`src/rtl/band_peak_tracker_if.sv`:
```
// ---------------------------------------------------------------------------
// band_peak_tracker_if
// Streaming bin input and result output of the band peak tracker, grouped.
//   valid_in / ready_in / last_in / bin_in : one signed FFT magnitude bin per
//                                            transfer (valid_in & ready_in)
//   valid_out / ready_out                  : result frame handshake
//   amplitudes_out, freqs_out, peak_mask   : per-band peak, index, mask
//   counter_out, frame_error               : frame number, bin-count error
// Modports: slave = the tracker, master = bin producer / result consumer.
// ---------------------------------------------------------------------------
interface band_peak_tracker_if #(
   parameter int AMPL_WIDTH = 32,
   parameter int FREQ_WIDTH = 4,
   parameter int NBANDS     = 6,
   parameter int TIME_WIDTH = 32
);
   logic                                valid_in;
   logic                                ready_in;
   logic                                last_in;
   logic signed [AMPL_WIDTH-1:0]        bin_in;
   logic                                valid_out;
   logic                                ready_out;
   logic [NBANDS-1:0][AMPL_WIDTH-1:0]   amplitudes_out;
   logic [NBANDS-1:0][FREQ_WIDTH-1:0]   freqs_out;
   logic [NBANDS-1:0]                   peak_mask;
   logic [TIME_WIDTH-1:0]               counter_out;
   logic                                frame_error;

   modport slave (
      input  valid_in, last_in, bin_in, ready_out,
      output ready_in, valid_out, amplitudes_out, freqs_out, peak_mask,
             counter_out, frame_error
   );

   modport master (
      output valid_in, last_in, bin_in, ready_out,
      input  ready_in, valid_out, amplitudes_out, freqs_out, peak_mask,
             counter_out, frame_error
   );
endinterface

```
`src/rtl/band_peak_tracker.sv`:
```
// ---------------------------------------------------------------------------
// band_peak_tracker
// Accepts one signed FFT bin per transfer (bin 0 first). For each of NBANDS
// bands [edge b, edge b+1) it keeps the largest |bin| and its index. On the
// last bin of a frame the peaks (masked to 0 unless > THRESH), the frame
// number and a bin-count error flag are published on a held valid/ready
// result port. If the previous result is still pending, input stalls until
// the consumer takes it.
// Ports:
//   clk   : clock, rising edge
//   reset : synchronous, active-high
//   bus   : band_peak_tracker_if.slave (bin stream in, result frame out)
// ---------------------------------------------------------------------------
module band_peak_tracker #(
   parameter int                           FREQS      = 16,
   parameter int                           FREQ_WIDTH = 4,
   parameter int                           NBANDS     = 6,
   parameter int                           AMPL_WIDTH = 32,
   parameter int                           TIME_WIDTH = 32,
   parameter logic [AMPL_WIDTH-1:0]        THRESH     = '0,
   parameter logic [(NBANDS+1)*16-1:0]     BAND_EDGES =
      {16'd16, 16'd15, 16'd12, 16'd8, 16'd5, 16'd3, 16'd1}
) (
   input logic                clk,
   input logic                reset,
   band_peak_tracker_if.slave bus
);

   typedef enum logic {ACCUM, STALL} state_t;

   // One extra bit so the counter can sit at FREQS and the count including
   // the last bin can exceed it.
   localparam int                    CNT_WIDTH = FREQ_WIDTH + 1;
   localparam logic [CNT_WIDTH-1:0]  FREQS_C   = CNT_WIDTH'(FREQS);
   localparam logic [AMPL_WIDTH-1:0] MAG_MAX   = {1'b0, {(AMPL_WIDTH-1){1'b1}}};
   localparam logic [AMPL_WIDTH-1:0] MOST_NEG  = {1'b1, {(AMPL_WIDTH-1){1'b0}}};

   state_t                            state_q, state_d;
   logic [CNT_WIDTH-1:0]              bin_cnt_q, bin_cnt_d;
   logic [NBANDS-1:0][AMPL_WIDTH-1:0] acc_ampl_q, acc_ampl_d, acc_ampl_f;
   logic [NBANDS-1:0][FREQ_WIDTH-1:0] acc_freq_q, acc_freq_d, acc_freq_f;
   logic                              err_pend_q, err_pend_d;
   logic [TIME_WIDTH-1:0]             frame_cnt_q, frame_cnt_d;
   logic                              valid_out_q, valid_out_d;
   logic [NBANDS-1:0][AMPL_WIDTH-1:0] ampl_out_q, ampl_out_d;
   logic [NBANDS-1:0][FREQ_WIDTH-1:0] freq_out_q, freq_out_d;
   logic [NBANDS-1:0]                 mask_q, mask_d;
   logic [TIME_WIDTH-1:0]             counter_q, counter_d;
   logic                              frame_error_q, frame_error_d;

   logic [AMPL_WIDTH-1:0]             mag;
   logic [CNT_WIDTH-1:0]              bin_total;
   logic                              xfer;
   logic                              out_free;
   logic                              load;
   logic                              load_err;

   assign xfer      = bus.valid_in && (state_q == ACCUM);
   assign out_free  = !valid_out_q || bus.ready_out;
   assign bin_total = bin_cnt_q + CNT_WIDTH'(1);

   // |bin_in|; the most negative value has no positive twin, so it saturates.
   always_comb begin
      if ($unsigned(bus.bin_in) == MOST_NEG) begin
         mag = MAG_MAX;
      end else if (bus.bin_in[AMPL_WIDTH-1]) begin
         mag = $unsigned(-bus.bin_in);
      end else begin
         mag = $unsigned(bus.bin_in);
      end
   end

   // Accumulators with the current bin folded in. Strict > keeps the lowest
   // index on ties; bins at or past FREQS, or outside every band, are ignored.
   always_comb begin
      // NOTE: every signal written here gets a default first, so no path can
      // leave it unassigned and infer a latch.
      acc_ampl_f = acc_ampl_q;
      acc_freq_f = acc_freq_q;
      if (xfer && (bin_cnt_q < FREQS_C)) begin
         for (int b = 0; b < NBANDS; b++) begin
            if ((int'(bin_cnt_q) >= int'(BAND_EDGES[b*16 +: 16])) &&
                (int'(bin_cnt_q) <  int'(BAND_EDGES[(b+1)*16 +: 16])) &&
                (mag > acc_ampl_q[b])) begin
               acc_ampl_f[b] = mag;
               acc_freq_f[b] = bin_cnt_q[FREQ_WIDTH-1:0];
            end
         end
      end
   end

   // Next state and output-register load.
   always_comb begin
      state_d       = state_q;
      bin_cnt_d     = bin_cnt_q;
      acc_ampl_d    = acc_ampl_f;
      acc_freq_d    = acc_freq_f;
      err_pend_d    = err_pend_q;
      frame_cnt_d   = frame_cnt_q;
      valid_out_d   = valid_out_q && !bus.ready_out;
      ampl_out_d    = ampl_out_q;
      freq_out_d    = freq_out_q;
      mask_d        = mask_q;
      counter_d     = counter_q;
      frame_error_d = frame_error_q;
      load          = 1'b0;
      load_err      = 1'b0;

      unique case (state_q)
         ACCUM: begin
            if (xfer) begin
               if (bus.last_in) begin
                  bin_cnt_d = '0;
                  if (out_free) begin
                     load     = 1'b1;
                     load_err = (bin_total != FREQS_C);
                  end else begin
                     // Finished frame waits in the accumulators.
                     state_d    = STALL;
                     err_pend_d = (bin_total != FREQS_C);
                  end
               end else if (bin_cnt_q != FREQS_C) begin
                  bin_cnt_d = bin_total;
               end
            end
         end
         STALL: begin
            if (bus.ready_out) begin
               load     = 1'b1;
               load_err = err_pend_q;
               state_d  = ACCUM;
            end
         end
         default: state_d = ACCUM;
      endcase

      if (load) begin
         acc_ampl_d    = '0;
         acc_freq_d    = '0;
         valid_out_d   = 1'b1;
         counter_d     = frame_cnt_q;
         frame_cnt_d   = frame_cnt_q + TIME_WIDTH'(1);
         frame_error_d = load_err;
         for (int b = 0; b < NBANDS; b++) begin
            mask_d[b]     = (acc_ampl_f[b] > THRESH);
            ampl_out_d[b] = mask_d[b] ? acc_ampl_f[b] : '0;
            freq_out_d[b] = mask_d[b] ? acc_freq_f[b] : '0;
         end
      end
   end

   always_ff @(posedge clk) begin
      if (reset) begin
         state_q       <= ACCUM;
         bin_cnt_q     <= '0;
         // NOTE: the per-band accumulator arrays are reset too; a partial
         // frame must not leak into the first frame after reset.
         acc_ampl_q    <= '0;
         acc_freq_q    <= '0;
         err_pend_q    <= 1'b0;
         frame_cnt_q   <= '0;
         valid_out_q   <= 1'b0;
         ampl_out_q    <= '0;
         freq_out_q    <= '0;
         mask_q        <= '0;
         counter_q     <= '0;
         frame_error_q <= 1'b0;
      end else begin
         // NOTE: non-blocking assignments, so every flop samples the values
         // from before this edge regardless of statement order.
         state_q       <= state_d;
         bin_cnt_q     <= bin_cnt_d;
         acc_ampl_q    <= acc_ampl_d;
         acc_freq_q    <= acc_freq_d;
         err_pend_q    <= err_pend_d;
         frame_cnt_q   <= frame_cnt_d;
         valid_out_q   <= valid_out_d;
         ampl_out_q    <= ampl_out_d;
         freq_out_q    <= freq_out_d;
         mask_q        <= mask_d;
         counter_q     <= counter_d;
         frame_error_q <= frame_error_d;
      end
   end

   assign bus.ready_in       = (state_q == ACCUM);
   assign bus.valid_out      = valid_out_q;
   assign bus.amplitudes_out = ampl_out_q;
   assign bus.freqs_out      = freq_out_q;
   assign bus.peak_mask      = mask_q;
   assign bus.counter_out    = counter_q;
   assign bus.frame_error    = frame_error_q;

endmodule

```
`src/flat_wrapper.sv`:
```
// flat-port wrapper written by rule: the top's interface ports become plain ports
module band_peak_tracker_flat 
#(
   parameter int                           FREQS      = 16,
   parameter int                           FREQ_WIDTH = 4,
   parameter int                           NBANDS     = 6,
   parameter int                           AMPL_WIDTH = 32,
   parameter int                           TIME_WIDTH = 32,
   parameter logic [AMPL_WIDTH-1:0]        THRESH     = '0,
   parameter logic [(NBANDS+1)*16-1:0]     BAND_EDGES =
      {16'd16, 16'd15, 16'd12, 16'd8, 16'd5, 16'd3, 16'd1}
)
  (clk, reset, bus_valid_in, bus_last_in, bus_bin_in, bus_ready_out, bus_ready_in, bus_valid_out, bus_amplitudes_out, bus_freqs_out, bus_peak_mask, bus_counter_out, bus_frame_error);
  band_peak_tracker_if #(.AMPL_WIDTH(AMPL_WIDTH), .FREQ_WIDTH(FREQ_WIDTH), .NBANDS(NBANDS), .TIME_WIDTH(TIME_WIDTH)) bus_i ();
  input logic clk;
  input logic reset;
  input wire logic [$bits(bus_i.valid_in)-1:0] bus_valid_in;
  input wire logic [$bits(bus_i.last_in)-1:0] bus_last_in;
  input wire logic [$bits(bus_i.bin_in)-1:0] bus_bin_in;
  input wire logic [$bits(bus_i.ready_out)-1:0] bus_ready_out;
  output wire logic [$bits(bus_i.ready_in)-1:0] bus_ready_in;
  output wire logic [$bits(bus_i.valid_out)-1:0] bus_valid_out;
  output wire logic [$bits(bus_i.amplitudes_out)-1:0] bus_amplitudes_out;
  output wire logic [$bits(bus_i.freqs_out)-1:0] bus_freqs_out;
  output wire logic [$bits(bus_i.peak_mask)-1:0] bus_peak_mask;
  output wire logic [$bits(bus_i.counter_out)-1:0] bus_counter_out;
  output wire logic [$bits(bus_i.frame_error)-1:0] bus_frame_error;
  assign bus_i.valid_in = bus_valid_in;
  assign bus_i.last_in = bus_last_in;
  assign bus_i.bin_in = bus_bin_in;
  assign bus_i.ready_out = bus_ready_out;
  assign bus_ready_in = bus_i.ready_in;
  assign bus_valid_out = bus_i.valid_out;
  assign bus_amplitudes_out = bus_i.amplitudes_out;
  assign bus_freqs_out = bus_i.freqs_out;
  assign bus_peak_mask = bus_i.peak_mask;
  assign bus_counter_out = bus_i.counter_out;
  assign bus_frame_error = bus_i.frame_error;
  band_peak_tracker #(.FREQS(FREQS), .FREQ_WIDTH(FREQ_WIDTH), .NBANDS(NBANDS), .AMPL_WIDTH(AMPL_WIDTH), .TIME_WIDTH(TIME_WIDTH), .THRESH(THRESH), .BAND_EDGES(BAND_EDGES)) u_core (.clk(clk), .reset(reset), .bus(bus_i));
endmodule
```
`config.mk`:
```
export PLATFORM = sky130hd
export DESIGN_NAME = band_peak_tracker_flat
export DESIGN_NICKNAME = d
export VERILOG_FILES = /design/src/rtl/band_peak_tracker_if.sv /design/src/rtl/band_peak_tracker.sv /design/src/flat_wrapper.sv
export SDC_FILE = /design/constraint.sdc
export NUM_CORES = 1
export LEC_CHECK = 0
export BUFFER_PORTS_ARGS = -buffer_cell sky130_fd_sc_hd__buf_2
export CAP_MARGIN = 20
export CORE_MARGIN = 2
export CORE_UTILIZATION = 55
export CTS_BUF_LIST = sky130_fd_sc_hd__clkbuf_4 sky130_fd_sc_hd__clkbuf_8
export DETAILED_ROUTE_END_ITERATION = 10
export MAX_ROUTING_LAYER = met4
export PLACE_DENSITY = 0.79
export SLEW_MARGIN = 40
export SYNTH_ARGS = -nofsm -noshare
export SYNTH_HDL_FRONTEND = slang
export SYNTH_SLANG_ARGS = --single-unit
```
`constraint.sdc`:
```
create_clock -name clk -period 5.1 [get_ports clk]
set_input_delay 0.51 -clock clk [delete_from_list [all_inputs] [get_ports clk]]
set_output_delay 0.51 -clock clk [all_outputs]
set_load 0.03 [all_outputs]
```
==> results of run 1 <==
stage by stage:
step | total power, mW | utilization [%] | cell area, um2 | std cells
3_3_place_gp | 5.287 | 62.54 | 27600 | 3794
6_report | 9.167 | 66.73 | 29440 | 3940
5_1_grt | 9.480 | 66.73 | 29440 | 3940
4_1_cts | 9.174 | 66.72 | 29440 | 3939
3_5_place_dp | 5.324 | 62.61 | 27630 | 3795
2_1_floorplan | 4.806 | - | 24540 | 2930
cell type report:
type | instances | area [um2] | area share [%]
clock buffer | 124 | 1575 | 5.350
antenna | 1 | 2.502 | 0.008499
tap | 592 | 740.7 | 2.516
multi-input combinational | 2059 | 13080 | 44.41
sequential | 511 | 10230 | 34.74
timing repair buffer | 427 | 2804 | 9.523
inverter | 206 | 773.2 | 2.626
clock inverter | 20 | 241.5 | 0.8201
cells in the final DEF, fill, tap and decap left out, drive strengths merged, types with 4 or more instances in the layout:
cell,instances
and4,8
o41ai,6
or4,8
xor2,38
inv,211
or3,12
dfxtp,511
buf,427
a21o,22
bufinv,4
nor2,462
o211ai,11
nor2b,62
nor4,73
and2,26
a211oi,40
clkbuf,124
a32o,5
nand2,295
nand3b,5
a31oi,13
o21ai,135
o31ai,16
or2,4
xnor2,12
a21boi,4
nand3,24
ha,198
nor3,15
and3,13
clkinv,8
nand4,69
a22o,6
a21oi,241
nand4b,5
mux2,18
mux2i,162
nand2b,7
power by group through the flow:
stage / clock network [mW] / registers [mW] / logic [mW]
6_report: 3.89 / 4.06 / 1.21
3_5_place_dp: 0 / 4.15 / 1.17
4_1_cts: 3.93 / 4.06 / 1.18
3_3_place_gp: 0 / 4.15 / 1.14
2_1_floorplan: 0 / 4.19 / 0.615
5_1_grt: 4.11 / 4.06 / 1.30
worst register-to-register path: cells and delay by family, from the launching register on:
family | cells | cell delay (ns)
compound gates | 4 | 0.73
flops | 1 | 0.44
buf+inv | 3 | 0.61
simple gates | 3 | 1.54
state kept, by name, indices dropped and copies added, names as in the netlist:
register,count
u_core.bus.amplitudes_out,192
u_core.bus.frame_error,1
u_core.frame_cnt_q,32
u_core.acc_ampl_q,192
u_core.err_pend_q,1
u_core.bus.valid_out,1
u_core.acc_freq_q,24
u_core.state_q,1
u_core.bin_cnt_q,5
u_core.bus.peak_mask,6
u_core.bus.counter_out,32
u_core.bus.freqs_out,24
worst paths after layout:
| path | to | cells past startpoint | slack [ns] | start |
|---|---|---|---|---|
| setup / recovery | u_core.bus.amplitudes_out[113]$_SDFFE_PP0P_ | 18 | 0.55 | bus_bin_in[14] |
| hold / removal | u_core.state_q$_SDFF_PP0_ | 2 | 0.12 | bus_ready_out |
| setup reg to reg | u_core.bus.freqs_out[4]$_SDFFE_PP0P_ | 10 | 1.69 | u_core.bin_cnt_q[3]$_SDFFE_PP0P_ |
| hold reg to reg | u_core.acc_freq_q[7]$_SDFF_PP0_ | 2 | 0.45 | u_core.acc_freq_q[7]$_SDFF_PP0_ |
metal layers:
layer / up-vias / global-route usage (%) / routed length [um]
li1: 10790 / - / -
met1: 10970 / 44.84 / 34030
met2: 995 / 54.65 / 36440
met3: 249 / 6.369 / 6177
met4: 0 / 17.93 / 4396
met5: - / - / 0
logic make-up (layout without fill, tap and decap cells):
logic type / after synthesis / in the layout / synth area share [%]
and+or+nand+nor: 1096 / 1096 / 20.53
xor gates and xnor gates: 50 / 50 / 1.785
buffers and inverters: 360 / 777 / 5.583
muxes: 180 / 180 / 7.434
other: 0 / 1 / 0
adders and majority gates: 198 / 198 / 10.10
AOI/OAI and AO/OA: 535 / 535 / 12.89
DFF: 511 / 511 / 41.69
==> run summary, run 1 <==
The die outline area came out at 46320 um2. After detailed routing, the number of remaining DRC violations is 0. The global-route wire length before repair is 125800 um. The number of hold buffers added after CTS was 0. Across every metal layer, demand over resource in global routing totals 35.51%. In the post-synthesis netlist, the biggest area contributors are sky130_fd_sc_hd__dfxtp_1 (42%), sky130_fd_sc_hd__ha_1 (10%), sky130_fd_sc_hd__nor2_1 (7.1%).

For the internal power of the cells, the log shows 6.633 mW. The tools report the part of the Yosys area used for sequential elements as 41.69%. The synthesized area per cell was 8.375 um2.

Along the worst path, the maximum fanout reaches 26. Power density of the placed cells: 311.3 nW/um2. The detailed-route wire length per cell was 20.57 um; the number of global-route vias before repair was 22480. The number of buffers and inverters on the critical path is 5. The area share of the leading cell type in the synthesized netlist works out to 41.69%. The initial utilization of the core area, before any placement, comes to 55.61%. The transition at the pin with the smallest max-transition slack works out to 0.8484 ns.

TritonCTS built the clock tree. At the worst endpoint, the required time is 5.60 ns. The logs give 0 for the final hold violation count and 511 for the number of sinks driven by the clock tree. In this run the cell area of the synthesized design comes to 24540 um2. The run gives 3670 as the total of fill cells in the finished design. The overall via count from detail_route was 23000.

For the DRC violation total after the first TritonRoute iteration, the log shows 2039. The global-route congestion overflow total was 0; the maximum clock rate was 219.6 MHz. Relative to the synthesized area, the layout overhead comes to 19.99%. The tools report the slack of the critical path as 0.5459 ns.

The x dimension of the die works out to 215.2 um. After routing, the total negative slack on setup checks comes to 0 ns. After legalization and detailed placement, the total HPWL measured 59470 um.

Across the routed clock network, the largest skew measured is 0.02313 ns. Total iterations of the first detailed-routing run: 6. Summed over all instances, the cell type with the most area after synthesis is sky130_fd_sc_hd__dfxtp_1. The worst hold path belongs to the class input port to flop. During synthesis, Yosys emitted a total of 0 warnings. The final critical path takes up 89.30% of the cycle. The logs give 43.44% for the relative slew slack and 42.5% for the clock share of power. The share of total power dissipated in combinational logic is 13.2%.

The logs give 5.06 ns for the worst endpoint data arrival time and 154 for the pin count of the biggest net entering global routing. For the number of gates resized after CTS, the log shows 0. Counting along the longest clock path gives a buffer depth of 3. The tightest hold path in the finished design has a slack of 0.1169 ns.

In this run the static leakage power is 12.65 nW. The dominant cell type by count on the critical path is sky130_fd_sc_hd__buf_4. After detailed routing, the number of vias per cell comes to 5.838. The logs give 0 for the count of pins over their slew limit and 81040 um for the routed wire length. Clock-pin slew was measured on the worst setup and hold paths at 0.06 ns. In this run, synthesis inferred 0 flip-flops with an integrated enable. The run gives 0.9762 as the placer's final routability congestion estimate. The layout net count is 3523, and the post-layout minimum cycle time is 4.554 ns. Buffers added to address setup during post-CTS repair amount to 0. The gate family responsible for the most delay along the worst path is simple AND/OR/NAND/NOR gates. The library cell with the highest instance count after synthesis is sky130_fd_sc_hd__dfxtp_1.

The cell sitting at the root of the clock tree is a sky130_fd_sc_hd__clkbuf_8. The count of cell types in the netlist is 76. The worst IR drop on VDD came out at 0.0002455 V. The most used flip-flop cell after synthesis is sky130_fd_sc_hd__dfxtp_1.

The stage delay of the slowest cell on the critical path was 0.51 ns. The tools report the critical path capture point type as a flop. The commonest cells after synthesis are sky130_fd_sc_hd__dfxtp_1 (511), sky130_fd_sc_hd__nor2_1 (462), sky130_fd_sc_hd__nand2_1 (294), sky130_fd_sc_hd__a21oi_1 (241), sky130_fd_sc_hd__inv_1 (205). The number of instances in the synthesized netlist is 2930. 294 I/O pins were placed. The synthesized design contains 511 register bits. The fraction of layout cells with a size suffix above 1 was 18.58%; the async set-reset flop share out of synthesis was 0%. The clock tree synthesis step divided the H-tree into 3 levels.

In this run switching power makes up 27.65% of total power. The run gives 44120 um2 as the core region area. Input and output buffers added on the ports amount to 293. For this design, the slowest cell found on the critical path is sky130_fd_sc_hd__nand2_1. The worst setup path is launched from an input port. Setup repair after global routing left no endpoint under its margin.

Counting the buffers created by CTS gives 83. The run finished with clean final reports. Setup violations remaining at the end of the flow were counted as 0. The logs give 0.67 ns for the insertion delay of the later-clocked pin in the worst-skew pair and 2.535 mW for the total net switching power. Total of max-cap violations: 0. The critical path goes through buf_2 -> nor4_1 -> buf_4 -> nand4_1 -> or3_1 -> buf_4 -> nand2_1 -> buf_4 -> ha_1 -> nand4_1 -> or4_1 -> a21oi_1 -> o41a_1 -> o31a_2 -> buf_4 -> mux2i_1 -> o21ai_0 -> nor2b_1. The setup path with the least slack is of type input port to flop.

The net count of the mapped netlist is 3165, and the die outline height is 215.2 um. The run gives -0.05306 ns as the placement-stage worst setup slack. The number of antenna violations at the first check in global routing was 2. For the floorplan row count, the log shows 77. Antenna violation net count after detailed routing: 0.

For the sequential cell fraction of total power, the log shows 44.3%.
No activity file was read; power rests on OpenSTA's default activity.
==> inputs of run 2 (changes only) <==
CORE_ASPECT_RATIO = 1.25   (was not set)
CTS_CLUSTER_DIAMETER = 120   (was not set)
==> run summary, run 2 (same netlist as run 1, synthesis figures left out) <==
The flow ran to the end, and the final reports show no timing, DRC or antenna violations. The count of unresolved DRC violations after routing is 0 (unchanged), and the HPWL reported at the end of detailed placement is 61660 um (was 59470 um). TritonCTS built the clock tree. The total setup violations reported at the end of the flow came out at 0 (unchanged).

The overall via count from detail_route is 22980 (was 23000), and the final period utilization is 89.47% (was 89.30%). The number of sinks driven by the clock tree is 511 (unchanged), and the number of buffers created by CTS is 80 (was 83). The relative slew slack came out at 44.92% (was 43.44%). The tools report the critical path capture point type as a flop (unchanged). Commonest non-fill, non-tap cells in the layout: sky130_fd_sc_hd__dfxtp_1 (511), sky130_fd_sc_hd__nor2_1 (461), sky130_fd_sc_hd__nand2_1 (294), sky130_fd_sc_hd__buf_2 (292), sky130_fd_sc_hd__a21oi_1 (240) (was sky130_fd_sc_hd__dfxtp_1 (511), sky130_fd_sc_hd__nor2_1 (461), sky130_fd_sc_hd__nand2_1 (294), sky130_fd_sc_hd__buf_2 (292), sky130_fd_sc_hd__a21oi_1 (238)).

For the antenna violation net count after detailed routing, the log shows 0 (unchanged). The tools report the start point of the critical path as bus_bin_in[0] (was bus_bin_in[14]). The global-route wire length before repair came out at 125300 um (was 125800 um).

The run gives 0.69 ns (was 0.67 ns) as the insertion delay of the later-clocked pin in the worst-skew pair. The run gives 1537 (was 2039) as the DRC violation total after the first TritonRoute iteration. The tools report the multi-input combinational cell area as 13060 um2 (was 13080 um2). Most common cell after layout, fill and taps aside: sky130_fd_sc_hd__dfxtp_1 (unchanged). The x dimension of the die was 192.9 um (was 215.2 um). List of cells traversed by the critical path: buf_2 -> inv_1 -> ha_1 -> inv_1 -> or4_1 -> nand2_1 -> xor2_1 -> nand2_1 -> buf_4 -> buf_4 -> ha_1 -> nand4_1 -> nor4_1 -> a21boi_0 -> and2_1 -> a22oi_2 -> buf_12 -> mux2i_1 -> nor2_1 -> a21oi_1 -> nor2_1 (was buf_2 -> nor4_1 -> buf_4 -> nand4_1 -> or3_1 -> buf_4 -> nand2_1 -> buf_4 -> ha_1 -> nand4_1 -> or4_1 -> a21oi_1 -> o41a_1 -> o31a_2 -> buf_4 -> mux2i_1 -> o21ai_0 -> nor2b_1). The tools report the final standard cell utilization of the core as 67.26% (was 66.73%). The logs give 3 (unchanged) for the number of buffers on the longest clock path and 3960 (was 3940) for the non-filler instance count after layout. The count of buffers inserted at the top-level ports was 293 (unchanged); the final setup skew was 0.03815 ns (was 0.02313 ns).

For the flip-flop and latch area, the log shows 10230 um2 (unchanged). Root buffer cell: sky130_fd_sc_hd__clkbuf_8 (unchanged). The die outline area is 46330 um2 (was 46320 um2), and the buffer and inverter count on the worst path is 6 (was 5).

Worst hold path startpoint: bus_ready_out (unchanged). Die outline height: 240.2 um (was 215.2 um). Setup repair after global routing left no endpoint under its margin.

The area overhead of the layout relative to synthesis is 20.91% (was 19.99%), and the maximum clock rate is 219.2 MHz (was 219.6 MHz). The worst IR drop on VDD was 0.0002302 V (was 0.0002455 V); the fraction of layout cells with a size suffix above 1 was 19.46% (was 18.58%). The maximum fanout encountered on the critical timing path came out at 17 (was 26). The logs give 9.108 mW (was 9.167 mW) for the final total power and 5.62 ns (was 5.60 ns) for the worst endpoint required time. The worst hold-check path type was input port to flop (unchanged). The number of gates resized after CTS was 0 (unchanged).

The tools report the element type at the critical path start as an input port (unchanged). Total of fill cells in the finished design: 3637 (was 3670). The logs give 44120 um2 (about the same) for the core region area and 86 (was 77) for the floorplan row count. The tools report the total iterations of the first detailed-routing run as 6 (unchanged). The logs give 82740 um (was 81040 um) for the routed wire length and 5.08 ns (was 5.06 ns) for the worst endpoint data arrival time. The starting density of the core is 55.62% (was 55.61%).

The detailed-route wire length per cell was 20.89 um (was 20.57 um). For the count of boundary I/O pins, the log shows 294 (unchanged). The power density of the placed cells came out at 306.9 nW/um2 (was 311.3 nW/um2). The logs give 0 (unchanged) for the count of pins over their slew limit and 0 (unchanged) for the total of max-cap violations. The number of buffers added to fix hold violations after cts came out at 0 (unchanged). For the level count of the clock H-tree, the log shows 3 (unchanged). The transition at the pin with the smallest max-transition slack is 0.8262 ns (was 0.8484 ns).

The launch instance of the worst register-to-register path is u_core.state_q$_SDFF_PP0_ (was u_core.bin_cnt_q[3]$_SDFFE_PP0P_). Overall routing resource usage: 36.40% (was 35.51%). The total setup buffers inserted after CTS is 0 (unchanged). The run gives 0.9918 (was 0.9762) as the placer's final routability congestion estimate. The final hold violation count is 0 (unchanged), and the stage delay of the slowest cell on the critical path is 0.60 ns (was 0.51 ns). Worst setup path category: input port to flop (unchanged). The critical path's slowest cell is sky130_fd_sc_hd__or4_1 (was sky130_fd_sc_hd__nand2_1). The clock input transition at the sequential cells of the worst setup and hold paths came out at 0.06 ns (about the same). Leakage power figure: 12.83 nW (was 12.65 nW). Global-route congestion overflow total: 0 (unchanged).

The number of global-route vias before repair is 22520 (was 22480), and the per-cell via count in the routed design is 5.802 (was 5.838). The layout net count was 3562 (was 3523); the post-layout minimum cycle time was 4.563 ns (was 4.554 ns). The pin count of the biggest net entering global routing is 178 (was 154). For the number of antenna violations at the first check in global routing, the log shows 1 (was 2).

The tools report the worst hold-check slack as 0.1361 ns (was 0.1169 ns). The gate family responsible for the most delay along the worst path is simple AND/OR/NAND/NOR gates (unchanged). The total placed cells including tap cells was 3816 (was 3795).
## run 2: changes by cell type in the layout (fill, tap and decap cells not counted), sizes merged
cell	delta
clkinvlp	-1
inv	-3
diode	+1
buf	+42
clkinv	+1
## run 2: final cells by class
| type | instances | area share [%] |
|---|---|---|
| antenna | 2 | 0.01687 |
| clock buffer | 124 | 5.246 |
| clock inverter | 17 | 0.7126 |
| inverter | 206 | 2.606 |
| multi-input combinational | 2059 | 44.03 |
| sequential | 511 | 34.48 |
| tap | 572 | 2.412 |
| timing repair buffer | 469 | 10.50 |
## run 2: final timing paths
| path | to | slack [ns] | cells after the start |
|---|---|---|---|
| min reg2reg | u_core.bus.peak_mask[5]$_SDFFE_PP0P_ | 0.44 | 2 |
| min | u_core.state_q$_SDFF_PP0_ | 0.14 | 2 |
| max | u_core.bus.amplitudes_out[73]$_SDFFE_PP0P_ | 0.54 | 21 |
| max reg2reg | u_core.frame_cnt_q[24]$_SDFFE_PP0P_ | 1.45 | 10 |
## run 2: layer usage
| metal | wire length, um | up-vias | track usage [%] |
|---|---|---|---|
| met1 | 31940 | 10930 | 40.50 |
| met5 | 0 | - | - |
| met2 | 39740 | 894 | 60.24 |
| li1 | - | 10860 | - |
| met3 | 5565 | 293 | 6.466 |
| met4 | 5484 | 0 | 22.84 |
## run 2: power by group
part           leakage, nW  switching, mW  internal [mW]
Sequential            4.12         0.0335           4.03
Combinational         7.77          0.800          0.428
Clock                0.935           1.66           2.15
## run 2: stage by stage
stage          setup slack (ns)  setup TNS [ns]  area, um2
3_3_place_gp          -0.002013       -0.002013      27810
4_1_cts                  0.6068               0      29640
3_5_place_dp           -0.07541         -0.4298      27870
2_1_floorplan          0.005393               0      24540
6_report                 0.5373               0      29670
5_1_grt                  0.3113               0      29670
==> inputs of run 3 (changes only) <==
GPL_ROUTABILITY_DRIVEN = 0   (was not set)
PLACE_DENSITY = not set   (was 0.79)
PLACE_DENSITY_LB_ADDON = 0.1   (was not set)
==> run summary, run 3 (same netlist as run 1, synthesis figures left out) <==
The run finished with clean final reports. The fraction of layout cells with a size suffix above 1 was 17.75% (was 19.46%); the per-cell via count in the routed design was 5.830 (was 5.802). Commonest non-fill, non-tap cells in the layout: sky130_fd_sc_hd__dfxtp_1 (511), sky130_fd_sc_hd__nor2_1 (461), sky130_fd_sc_hd__nand2_1 (294), sky130_fd_sc_hd__buf_2 (292), sky130_fd_sc_hd__a21oi_1 (238) (was sky130_fd_sc_hd__dfxtp_1 (511), sky130_fd_sc_hd__nor2_1 (461), sky130_fd_sc_hd__nand2_1 (294), sky130_fd_sc_hd__buf_2 (292), sky130_fd_sc_hd__a21oi_1 (240)). The number of buffers added to fix hold violations after cts is 0 (unchanged), and the final setup skew is 0.03993 ns (was 0.03815 ns). The number of sinks driven by the clock tree came out at 511 (unchanged). Most common cell after layout, fill and taps aside: sky130_fd_sc_hd__dfxtp_1 (unchanged). The core region area came out at 44120 um2 (unchanged). The x dimension of the die was 192.9 um (unchanged); the leakage power figure was 12.47 nW (was 12.83 nW). The flip-flop and latch area is 10230 um2 (unchanged), and the transition at the pin with the smallest max-transition slack is 0.8974 ns (was 0.8262 ns). The count of pins over their slew limit was 0 (unchanged).

The routed wire length was 78790 um (was 82740 um); the number of global-route vias before repair was 22190 (was 22520). The die outline height was 240.2 um (unchanged); the total iterations of the first detailed-routing run was 6 (unchanged). The stage delay of the slowest cell on the critical path is 0.57 ns (was 0.60 ns). The tools report the worst endpoint required time as 5.64 ns (was 5.62 ns).

The logs give 55.62% (unchanged) for the starting density of the core and 0 (unchanged) for the number of gates resized after CTS. Worst setup path category: input port to flop (unchanged). The run gives 57200 um (was 61660 um) as the HPWL reported at the end of detailed placement. Gate family responsible for the most delay along the worst path: simple AND/OR/NAND/NOR gates (unchanged). The tools report the relative slew slack as 38.99% (was 44.92%).

The level count of the clock H-tree was 3 (unchanged). The run gives 13090 um2 (was 13060 um2) as the multi-input combinational cell area. The power density of the placed cells works out to 306.6 nW/um2 (was 306.9 nW/um2).

The final hold violation count came out at 0 (unchanged). Root buffer cell: sky130_fd_sc_hd__clkbuf_8 (unchanged). The logs give 46330 um2 (unchanged) for the die outline area and 0 (unchanged) for the total setup buffers inserted after CTS. Post-layout minimum cycle time: 4.486 ns (was 4.563 ns). The DRC violation total after the first TritonRoute iteration came out at 1869 (was 1537). For the accumulated negative setup slack, the log shows 0 ns (unchanged).

The overall routing resource usage was 34.80% (was 36.40%); the clock input transition at the sequential cells of the worst setup and hold paths was 0.06 ns (about the same). The floorplan row count is 86 (unchanged). The start point of the critical path was bus_bin_in[14] (was bus_bin_in[0]).

The run gives 0.0003101 V (was 0.0002302 V) as the worst IR drop on VDD. The worst hold path startpoint is bus_ready_out (unchanged). The tools report the element type at the critical path start as an input port (unchanged).

The critical path's slowest cell was sky130_fd_sc_hd__nand2_1 (was sky130_fd_sc_hd__or4_1). The total of max-cap violations came out at 0 (unchanged). For the worst hold-check slack, the log shows 0.1192 ns (was 0.1361 ns).

Launch instance of the worst register-to-register path: u_core.state_q$_SDFF_PP0_ (unchanged). The number of buffers on the longest clock path was 3 (unchanged); the area overhead of the layout relative to synthesis was 18.50% (was 20.91%). The worst endpoint data arrival time came out at 5.02 ns (was 5.08 ns). For the total of fill cells in the finished design, the log shows 3793 (was 3637). The insertion delay of the later-clocked pin in the worst-skew pair was 0.68 ns (was 0.69 ns); the pin count of the biggest net entering global routing was 194 (was 178).

The run gives 0 (unchanged) as the count of unresolved DRC violations after routing. The buffer and inverter count on the worst path is 3 (was 6). Number of antenna violations at the first check in global routing: 2 (was 1). The maximum clock rate was 222.9 MHz (was 219.2 MHz).

The final standard cell utilization of the core was 65.92% (was 67.26%); the global-route congestion overflow total was 0 (unchanged). List of cells traversed by the critical path: buf_2 -> nor4_1 -> buf_4 -> nand4_1 -> or3_1 -> nand2_1 -> ha_1 -> a21o_1 -> a221o_1 -> a221oi_1 -> o21ai_0 -> o21ai_4 -> buf_12 -> mux2i_1 -> nor2_1 -> a21oi_1 -> nor2_1 (was buf_2 -> inv_1 -> ha_1 -> inv_1 -> or4_1 -> nand2_1 -> xor2_1 -> nand2_1 -> buf_4 -> buf_4 -> ha_1 -> nand4_1 -> nor4_1 -> a21boi_0 -> and2_1 -> a22oi_2 -> buf_12 -> mux2i_1 -> nor2_1 -> a21oi_1 -> nor2_1). Setup repair after global routing left no endpoint under its margin.

The overall via count from detail_route is 22660 (was 22980). Critical path capture point type: a flop (unchanged). For the number of buffers created by CTS, the log shows 79 (was 80). Count of boundary I/O pins: 294 (unchanged). Layout net count: 3493 (was 3562). Worst hold-check path type: input port to flop (unchanged).

Final period utilization: 87.96% (was 89.47%). The count of buffers inserted at the top-level ports was 293 (unchanged); the antenna violation net count after detailed routing was 0 (unchanged). Dominant cell type by count on the critical path: sky130_fd_sc_hd__nor2_1. The total setup violations reported at the end of the flow was 0 (unchanged); the maximum fanout encountered on the critical timing path was 14 (was 17).

The global-route wire length before repair was 120800 um (was 125300 um). The detailed-route wire length per cell was 20.27 um (was 20.89 um). TritonCTS built the clock tree.
run 3: metal layers:
| layer | share of wire, % | wire (um) | GRT usage (%) | vias to the layer above |
|---|---|---|---|---|
| met5 | 0 | 0 | - | - |
| met4 | 7.2 | 5667 | 23.83 | 0 |
| met3 | 7.3 | 5747 | 6.160 | 286 |
| met2 | 46 | 36610 | 55.26 | 930 |
| met1 | 39 | 30770 | 39.92 | 10720 |
| li1 | - | - | - | 10730 |
run 3: cell type report:
type | instances | share of cell area, %
Clock inverter | 25 | 0.7917
Timing Repair Buffer | 401 | 8.893
Clock buffer | 110 | 4.969
Sequential cell | 511 | 35.18
Multi-Input combinational cell | 2059 | 45.02
Antenna cell | 3 | 0.02582
Tap cell | 572 | 2.461
Inverter | 206 | 2.659
run 3: path summary, 6_finish.rpt:
check | to | slack (ns) | cells past startpoint
worst max-delay path | u_core.bus.amplitudes_out[155]$_SDFFE_PP0P_ | 0.61 | 17
worst min-delay path | u_core.state_q$_SDFF_PP0_ | 0.12 | 2
worst max register to register | u_core.frame_cnt_q[31]$_SDFFE_PP0P_ | 1.58 | 9
worst min register to register | u_core.acc_freq_q[7]$_SDFF_PP0_ | 0.45 | 2
run 3: through the flow:
stage,setup slack [ns],area [um2],power (mW),std cells
final,0.6142,29080,8.917,3887
after global placement,0.1026,27340,5.274,3748
after CTS,0.7374,29040,8.944,3883
after detailed placement,0.02821,27370,5.315,3748
after global routing,0.3537,29080,9.226,3886
after floorplan,0.005393,24540,4.806,2930
run 3: power breakdown:
group | total [mW] | switching [mW] | internal (mW)
sequential | 4.07 | 0.0354 | 4.03
clock | 3.66 | 1.67 | 1.99
combinational | 1.19 | 0.789 | 0.405
total | 8.92 | 2.49 | 6.43
